<file path="config.mk">
export PLATFORM = sky130hd
export DESIGN_NAME = run_controller_flat
export DESIGN_NICKNAME = d
export VERILOG_FILES = /design/src/rtl/run_ctrl_pkg.sv /design/src/rtl/run_ctrl_if.sv /design/src/rtl/sat_counter.sv /design/src/rtl/run_controller.sv /design/src/flat_wrapper.sv
export SDC_FILE = /design/constraint.sdc
export NUM_CORES = 1
export LEC_CHECK = 0
export ABC_AREA = 1
export BUFFER_PORTS_ARGS = -buffer_cell sky130_fd_sc_hd__buf_2
export CORE_MARGIN = 2
export CORE_UTILIZATION = 50
export DETAILED_ROUTE_END_ITERATION = 8
export GPL_TIMING_DRIVEN = 0
export PLACE_DENSITY_LB_ADDON = 0.08
export SETUP_SLACK_MARGIN = 0.15
export SYNTH_ARGS = -nofsm -noshare
export SYNTH_HDL_FRONTEND = slang
export SYNTH_SLANG_ARGS = --single-unit
</file>
<file path="constraint.sdc">
create_clock -name clk -period 3.6 [get_ports clk]
set_input_delay 0.36 -clock clk [delete_from_list [all_inputs] [get_ports clk]]
set_output_delay 0.36 -clock clk [all_outputs]
set_load 0.005 [all_outputs]
</file>
<file path="src/rtl/run_ctrl_pkg.sv">
// Shared types and default widths for the run-control / performance-count unit.
package run_ctrl_pkg;

    localparam int PC_W_DEF  = 9;
    localparam int CNT_W_DEF = 16;

    typedef enum logic [1:0] {
        IDLE = 2'd0,
        LOAD = 2'd1,
        RUN  = 2'd2,
        DONE = 2'd3
    } state_t;

    // Program-select width; a single program still needs a 1-bit select port.
    function automatic int sel_w(input int num_progs);
        return (num_progs > 1) ? $clog2(num_progs) : 1;
    endfunction

endpackage

</file>
<file path="src/rtl/run_ctrl_if.sv">
// Run-control bundle between the core environment (master) and run_controller (slave).
interface run_ctrl_if
    import run_ctrl_pkg::*;
#(
    parameter int PC_W      = PC_W_DEF,
    parameter int CNT_W     = CNT_W_DEF,
    parameter int NUM_PROGS = 4
) ();

    localparam int SEL_W = sel_w(NUM_PROGS);

    logic                      start;
    logic [SEL_W-1:0]          prog_sel;
    logic [NUM_PROGS*PC_W-1:0] prog_base;
    logic [CNT_W-1:0]          timeout_lim;
    logic                      halt_in;
    logic                      branch;
    logic                      taken;
    logic                      stall;

    logic                      init;
    logic [PC_W-1:0]           start_addr;
    logic                      run;
    logic                      done;
    logic                      timed_out;
    logic                      sat;
    logic [CNT_W-1:0]          instr_count;
    logic [CNT_W-1:0]          cycle_count;
    logic [CNT_W-1:0]          taken_count;
    state_t                    state_dbg;

    modport master (
        output start, prog_sel, prog_base, timeout_lim, halt_in, branch, taken, stall,
        input  init, start_addr, run, done, timed_out, sat,
               instr_count, cycle_count, taken_count, state_dbg
    );

    modport slave (
        input  start, prog_sel, prog_base, timeout_lim, halt_in, branch, taken, stall,
        output init, start_addr, run, done, timed_out, sat,
               instr_count, cycle_count, taken_count, state_dbg
    );

endinterface

</file>
<file path="src/rtl/sat_counter.sv">
// Unsigned up-counter that sticks at all-ones; ovf pulses when an increment is lost.
module sat_counter #(
    parameter int W = 16
) (
    input  logic         clk,
    input  logic         reset,
    input  logic         clr,
    input  logic         inc,
    output logic [W-1:0] q,
    output logic         ovf
);

    logic [W-1:0] count_q, count_d;
    logic         full;

    assign full = &count_q;
    assign q    = count_q;
    assign ovf  = inc && !clr && full;

    always_comb begin
        count_d = count_q;
        if (clr) begin
            count_d = '0;
        end else if (inc && !full) begin
            count_d = count_q + W'(1);
        end
    end

    always_ff @(posedge clk or posedge reset) begin
        if (reset) begin
            count_q <= '0;
        end else begin
            count_q <= count_d;
        end
    end

endmodule

</file>
<file path="src/rtl/run_controller.sv">
// Start/halt sequencing for the 9-bit core with a watchdog and saturating
// instruction, cycle and taken-branch counters.
module run_controller
    import run_ctrl_pkg::*;
#(
    parameter int PC_W      = PC_W_DEF,
    parameter int CNT_W     = CNT_W_DEF,
    parameter int NUM_PROGS = 4
) (
    input  logic     clk,
    input  logic     reset,
    run_ctrl_if.slave bus
);

    localparam int SEL_W = sel_w(NUM_PROGS);

    // Handshake: start is a level request accepted in any state except LOAD
    // (a request in RUN aborts the run); done is a level that stays high in
    // DONE until the next accepted start, and drops when LOAD is entered.
    state_t          state_q, state_d;
    logic [PC_W-1:0] start_addr_q, start_addr_d;
    logic            timed_out_q, timed_out_d;
    logic            sat_q, sat_d;

    logic            in_run, clr, accept, halt_go, wd_hit;
    logic            ins_inc, tkn_inc;
    logic            ins_ovf, cyc_ovf, tkn_ovf;
    logic [CNT_W-1:0] ins_cnt, cyc_cnt, tkn_cnt;
    logic [PC_W-1:0] entry;

    assign in_run  = (state_q == RUN);
    assign clr     = (state_q == LOAD);
    assign accept  = bus.start && (state_q != LOAD);
    assign halt_go = bus.halt_in && !bus.stall;
    assign wd_hit  = (bus.timeout_lim != '0) && ((cyc_cnt + CNT_W'(1)) == bus.timeout_lim);
    assign ins_inc = in_run && !bus.stall && !bus.halt_in;
    assign tkn_inc = ins_inc && bus.branch && bus.taken;

    // Out-of-range selects match no entry and fall back to entry 0.
    always_comb begin
        entry = bus.prog_base[PC_W-1:0];
        for (int i = 1; i < NUM_PROGS; i++) begin
            if (bus.prog_sel == SEL_W'(i)) begin
                entry = bus.prog_base[i*PC_W +: PC_W];
            end
        end
    end

    always_comb begin
        state_d      = state_q;
        start_addr_d = start_addr_q;
        timed_out_d  = timed_out_q;
        sat_d        = sat_q | ins_ovf | cyc_ovf | tkn_ovf;
        case (state_q)
            IDLE: if (bus.start) state_d = LOAD;
            LOAD: state_d = RUN;
            RUN: begin
                if (bus.start) begin
                    state_d = LOAD;
                end else if (halt_go) begin
                    state_d = DONE;
                end else if (wd_hit) begin
                    state_d     = DONE;
                    timed_out_d = 1'b1;
                end
            end
            DONE: if (bus.start) state_d = LOAD;
            default: state_d = IDLE;
        endcase
        if (accept) begin
            start_addr_d = entry;
        end
        if (clr) begin
            timed_out_d = 1'b0;
            sat_d       = 1'b0;
        end
    end

    always_ff @(posedge clk or posedge reset) begin
        if (reset) begin
            state_q      <= IDLE;
            start_addr_q <= '0;
            timed_out_q  <= 1'b0;
            sat_q        <= 1'b0;
        end else begin
            state_q      <= state_d;
            start_addr_q <= start_addr_d;
            timed_out_q  <= timed_out_d;
            sat_q        <= sat_d;
        end
    end

    sat_counter #(.W(CNT_W)) u_instr_cnt (
        .clk(clk), .reset(reset), .clr(clr), .inc(ins_inc), .q(ins_cnt), .ovf(ins_ovf)
    );

    sat_counter #(.W(CNT_W)) u_cycle_cnt (
        .clk(clk), .reset(reset), .clr(clr), .inc(in_run), .q(cyc_cnt), .ovf(cyc_ovf)
    );

    sat_counter #(.W(CNT_W)) u_taken_cnt (
        .clk(clk), .reset(reset), .clr(clr), .inc(tkn_inc), .q(tkn_cnt), .ovf(tkn_ovf)
    );

    assign bus.init        = (state_q == LOAD);
    assign bus.run         = in_run;
    assign bus.done        = (state_q == DONE);
    assign bus.start_addr  = start_addr_q;
    assign bus.timed_out   = timed_out_q;
    assign bus.sat         = sat_q;
    assign bus.instr_count = ins_cnt;
    assign bus.cycle_count = cyc_cnt;
    assign bus.taken_count = tkn_cnt;
    assign bus.state_dbg   = state_q;

endmodule

</file>
<file path="src/flat_wrapper.sv">
// flat-port wrapper written by rule: the top's interface ports become plain ports
module run_controller_flat import run_ctrl_pkg::*;
#(
    parameter int PC_W      = PC_W_DEF,
    parameter int CNT_W     = CNT_W_DEF,
    parameter int NUM_PROGS = 4
)
  (clk, reset, bus_start, bus_prog_sel, bus_prog_base, bus_timeout_lim, bus_halt_in, bus_branch, bus_taken, bus_stall, bus_init, bus_start_addr, bus_run, bus_done, bus_timed_out, bus_sat, bus_instr_count, bus_cycle_count, bus_taken_count, bus_state_dbg);
  run_ctrl_if #(.PC_W(PC_W), .CNT_W(CNT_W), .NUM_PROGS(NUM_PROGS)) bus_i ();
  input  logic clk;
  input  logic reset;
  input wire logic [$bits(bus_i.start)-1:0] bus_start;
  input wire logic [$bits(bus_i.prog_sel)-1:0] bus_prog_sel;
  input wire logic [$bits(bus_i.prog_base)-1:0] bus_prog_base;
  input wire logic [$bits(bus_i.timeout_lim)-1:0] bus_timeout_lim;
  input wire logic [$bits(bus_i.halt_in)-1:0] bus_halt_in;
  input wire logic [$bits(bus_i.branch)-1:0] bus_branch;
  input wire logic [$bits(bus_i.taken)-1:0] bus_taken;
  input wire logic [$bits(bus_i.stall)-1:0] bus_stall;
  output wire logic [$bits(bus_i.init)-1:0] bus_init;
  output wire logic [$bits(bus_i.start_addr)-1:0] bus_start_addr;
  output wire logic [$bits(bus_i.run)-1:0] bus_run;
  output wire logic [$bits(bus_i.done)-1:0] bus_done;
  output wire logic [$bits(bus_i.timed_out)-1:0] bus_timed_out;
  output wire logic [$bits(bus_i.sat)-1:0] bus_sat;
  output wire logic [$bits(bus_i.instr_count)-1:0] bus_instr_count;
  output wire logic [$bits(bus_i.cycle_count)-1:0] bus_cycle_count;
  output wire logic [$bits(bus_i.taken_count)-1:0] bus_taken_count;
  output wire logic [$bits(bus_i.state_dbg)-1:0] bus_state_dbg;
  assign bus_i.start = bus_start;
  assign bus_i.prog_sel = bus_prog_sel;
  assign bus_i.prog_base = bus_prog_base;
  assign bus_i.timeout_lim = bus_timeout_lim;
  assign bus_i.halt_in = bus_halt_in;
  assign bus_i.branch = bus_branch;
  assign bus_i.taken = bus_taken;
  assign bus_i.stall = bus_stall;
  assign bus_init = bus_i.init;
  assign bus_start_addr = bus_i.start_addr;
  assign bus_run = bus_i.run;
  assign bus_done = bus_i.done;
  assign bus_timed_out = bus_i.timed_out;
  assign bus_sat = bus_i.sat;
  assign bus_instr_count = bus_i.instr_count;
  assign bus_cycle_count = bus_i.cycle_count;
  assign bus_taken_count = bus_i.taken_count;
  assign bus_state_dbg = bus_i.state_dbg;
  run_controller #(.PC_W(PC_W), .CNT_W(CNT_W), .NUM_PROGS(NUM_PROGS)) u_core (.clk(clk), .reset(reset), .bus(bus_i));
endmodule
</file>
==> results.json <==
{
  "outcome": "finished, final reports clean",
  "worst_ir_drop_vdd_uv": 291,
  "grt_pass1_vias": 4151,
  "synth_fa_ha_area_share_pct": 2.53,
  "clock_skew_ns": 0.00739,
  "rrSetupSlack_ns": 1.24,
  "fin_crit_sh_pct": 65.6,
  "fin_nets": 777,
  "core_area_mm2": 0.00769,
  "synth_commonest_cells": "nand2_1 (138), inv_1 (75), nand3_1 (69)",
  "synth_top_cell_area_share_pct": 38.6,
  "synth_top_family_by_area": "simple AND/OR/NAND/NOR gates",
  "synthMuxAreaShare_pct": 0,
  "initial_core_util_pct": 51.4,
  "drc": 0,
  "portBuffers": 124,
  "drv_slew": 0,
  "async_flop_share_pct": 100,
  "reg2reg_depth": 6,
  "diodes": 0,
  "max_freq_mhz": 424,
  "critPathKind": "reg -> reg",
  "ys_seq_area_share_pct": 38.6,
  "die_height_um": 92.9,
  "gp_congestion": 0.910,
  "design_power_total_w": 0.00214,
  "yosysMostFrequentCell": "nand2_1",
  "cts.repair.resized": 0,
  "slew_headroom_pct": 44.7,
  "drtIter0Drc": 230,
  "htreeDepth": 3,
  "viasPerCell": 5.38,
  "clock_latency_ns": 0.34,
  "cts_made_buffers": 9,
  "leakage_nw": 2.46,
  "grt_pass1_wl_mm": 18.3,
  "crit_required_ns": 3.79,
  "max_slew.worst_pin.slew_ns": 0.828,
  "slowest_delay_ns": 0.62,
  "synth_compound_area_share_pct": 12.4,
  "clk_pin_slew_worst_paths_ns": 0.07,
  "avgSynthCellArea_um2": 6.91,
  "p_per_area_mw_per_mm2": 439,
  "drive_gt1_share_pct": 22.3,
  "synthFlopType": "dfrtp_1",
  "tns_ns": 0,
  "hold_violations": 0,
  "cp_common_cell": "clkbuf_1",
  "critPathArrivalTime_ns": 2.55,
  "place_hpwl_mm": 8.44,
  "synth_warnings": 0,
  "synth.net_count": 641,
  "gr-total-overflow": 0,
  "postLayoutCoreUtil_pct": 63.6,
  "cts.path.max_buffers": 2,
  "wl_per_cell_um": 13.5,
  "synth_xor_area_share_pct": 1.46,
  "yosys.area_share.simple_pct": 36.3,
  "core.rowCount": 32,
  "die_w_um": 92.9,
  "die-area_mm2": 0.00863,
  "setup_viol": 0,
  "yosysTopAreaCell": "dfrtp_1",
  "areaGrowthSynthToFinish_pct": 23.7,
  "postSynthCellCount": 572,
  "grt_antenna_before_repair": 0,
  "root_buffer": "clkbuf_8",
  "firstDrtPassIters": 4,
  "synth_edf_count": 0,
  "r2r_start": "u_core.bus.state_dbg[1]$_DFFE_PP0P_",
  "cts_tree": "done",
  "cp-end-kind": "register",
  "critical_path.top_delay_family": "buffers and inverters",
  "min_period_ns": 2.36,
  "hold_path.class": "in -> async",
  "grt_usage_pct": 26.2,
  "slowest_stage": "nor2_1",
  "grt_max_degree": 38,
  "cap_violations": 0,
  "rsz0062_at_grt": "no",
  "cts_sinks": 61,
  "ys_seq_elements": 61,
  "cts_setup_buffers": 0,
  "vias": 4382,
  "cp_num_buf_inv": 3,
  "drtAntennaViolNets": 0,
  "cts_hold_buf": 0,
  "wirelength_mm": 11.0,
  "ioPinCount": 125,
  "yosysUniqueCellTypes": 35,
  "startpoint_type": "register",
  "r2r-end": "u_core.bus.start_addr[0]$_DFFE_PP0P_",
  "critPathMaxFanout": 10,
  "holdWs_ns": 0.180,
  "yosys-top-cells-area": "dfrtp_1 (39%), nand2_1 (13%), nand3_1 (8.7%)",
  "path_cells": "inv_1, ha_1, clkbuf_1, nor2_1, clkbuf_1, a31oi_1",
  "syn_area_mm2": 0.00395
}
[worst max-delay path by stage]
stage                     cells after the start                                   end                                start  slack, ns
after floorplan                              13   u_core.u_taken_cnt.q[6]$_DFFE_PP0P_  u_core.bus.state_dbg[0]$_DFFE_PP0P_       1.66
after global placement                        2   u_core.u_cycle_cnt.q[5]$_DFFE_PP0P_                                reset       0.88
after detailed placement                      6  u_core.bus.start_addr[1]$_DFFE_PP0P_  u_core.bus.state_dbg[1]$_DFFE_PP0P_       1.22
after CTS                                     6  u_core.bus.start_addr[1]$_DFFE_PP0P_  u_core.bus.state_dbg[1]$_DFFE_PP0P_       1.22
after global routing                          6  u_core.bus.start_addr[1]$_DFFE_PP0P_  u_core.bus.state_dbg[1]$_DFFE_PP0P_       1.03
final                                         6  u_core.bus.start_addr[0]$_DFFE_PP0P_  u_core.bus.state_dbg[1]$_DFFE_PP0P_       1.24
[metal layers]
metal	wire [µm]	vias to the layer above	part of all wire [%]	global-route usage (%)
met5	0	-	0	0
met4	138	0	1.3	9.31
met3	800	14	7.3	4.39
met2	5290	176	48	43.5
met1	4780	2014	43	34.6
li1	-	2178	-	-
[metrics by stage]
stage,cell area (µm²),std cells,setup WS (ns)
4_1_cts,4890,815,1.22
3_5_place_dp,4720,799,1.22
6_report,4890,815,1.24
5_1_grt,4890,815,1.03
3_3_place_gp,4700,798,0.876
2_1_floorplan,3950,572,1.66
[cell usage in the layout, fill, tap and decap left out, drive strengths merged, types with 18 or more instances in the layout]
master | netlist | layout
nand3 | 70 | 70
nand2 | 143 | 143
a21oi | 20 | 20
nor3 | 18 | 18
nor2 | 71 | 71
o21ai | 31 | 31
dfrtp | 61 | 61
inv | 76 | 76
buf | 1 | 126
clkbuf | 9 | 19
[flip-flops by register name, indices dropped and copies added (netlist names)]
register,count
u_core.bus.sat,1
u_core.u_cycle_cnt.q,16
u_core.bus.timed_out,1
u_core.bus.state_dbg,2
u_core.u_taken_cnt.q,16
u_core.u_instr_cnt.q,16
u_core.bus.start_addr,9
[final cells by class]
class	count	area, µm²
buffer	10	45.0
clock buffer	10	128
clock inverter	6	40.0
fill	733	2800
inverter	79	297
multi-input combinational	422	2080
sequential	61	1530
tap	102	128
timing repair buffer	125	641
[power breakdown]
part / internal [W] / switching (W)
sequential: 0.000774 / 0.0000836
clock: 0.000247 / 0.000286
combinational: 0.000278 / 0.000475
total: 0.00130 / 0.000844
[logic make-up (layout without fill, tap and decap cells)]
group | after synthesis | count (layout)
compound gates | 85 | 85
fa+ha+maj | 8 | 8
buf+inv | 89 | 230
simple gates | 324 | 324
flops | 61 | 61
xor+xnor | 5 | 5
No activity file was read; power rests on OpenSTA's default activity.
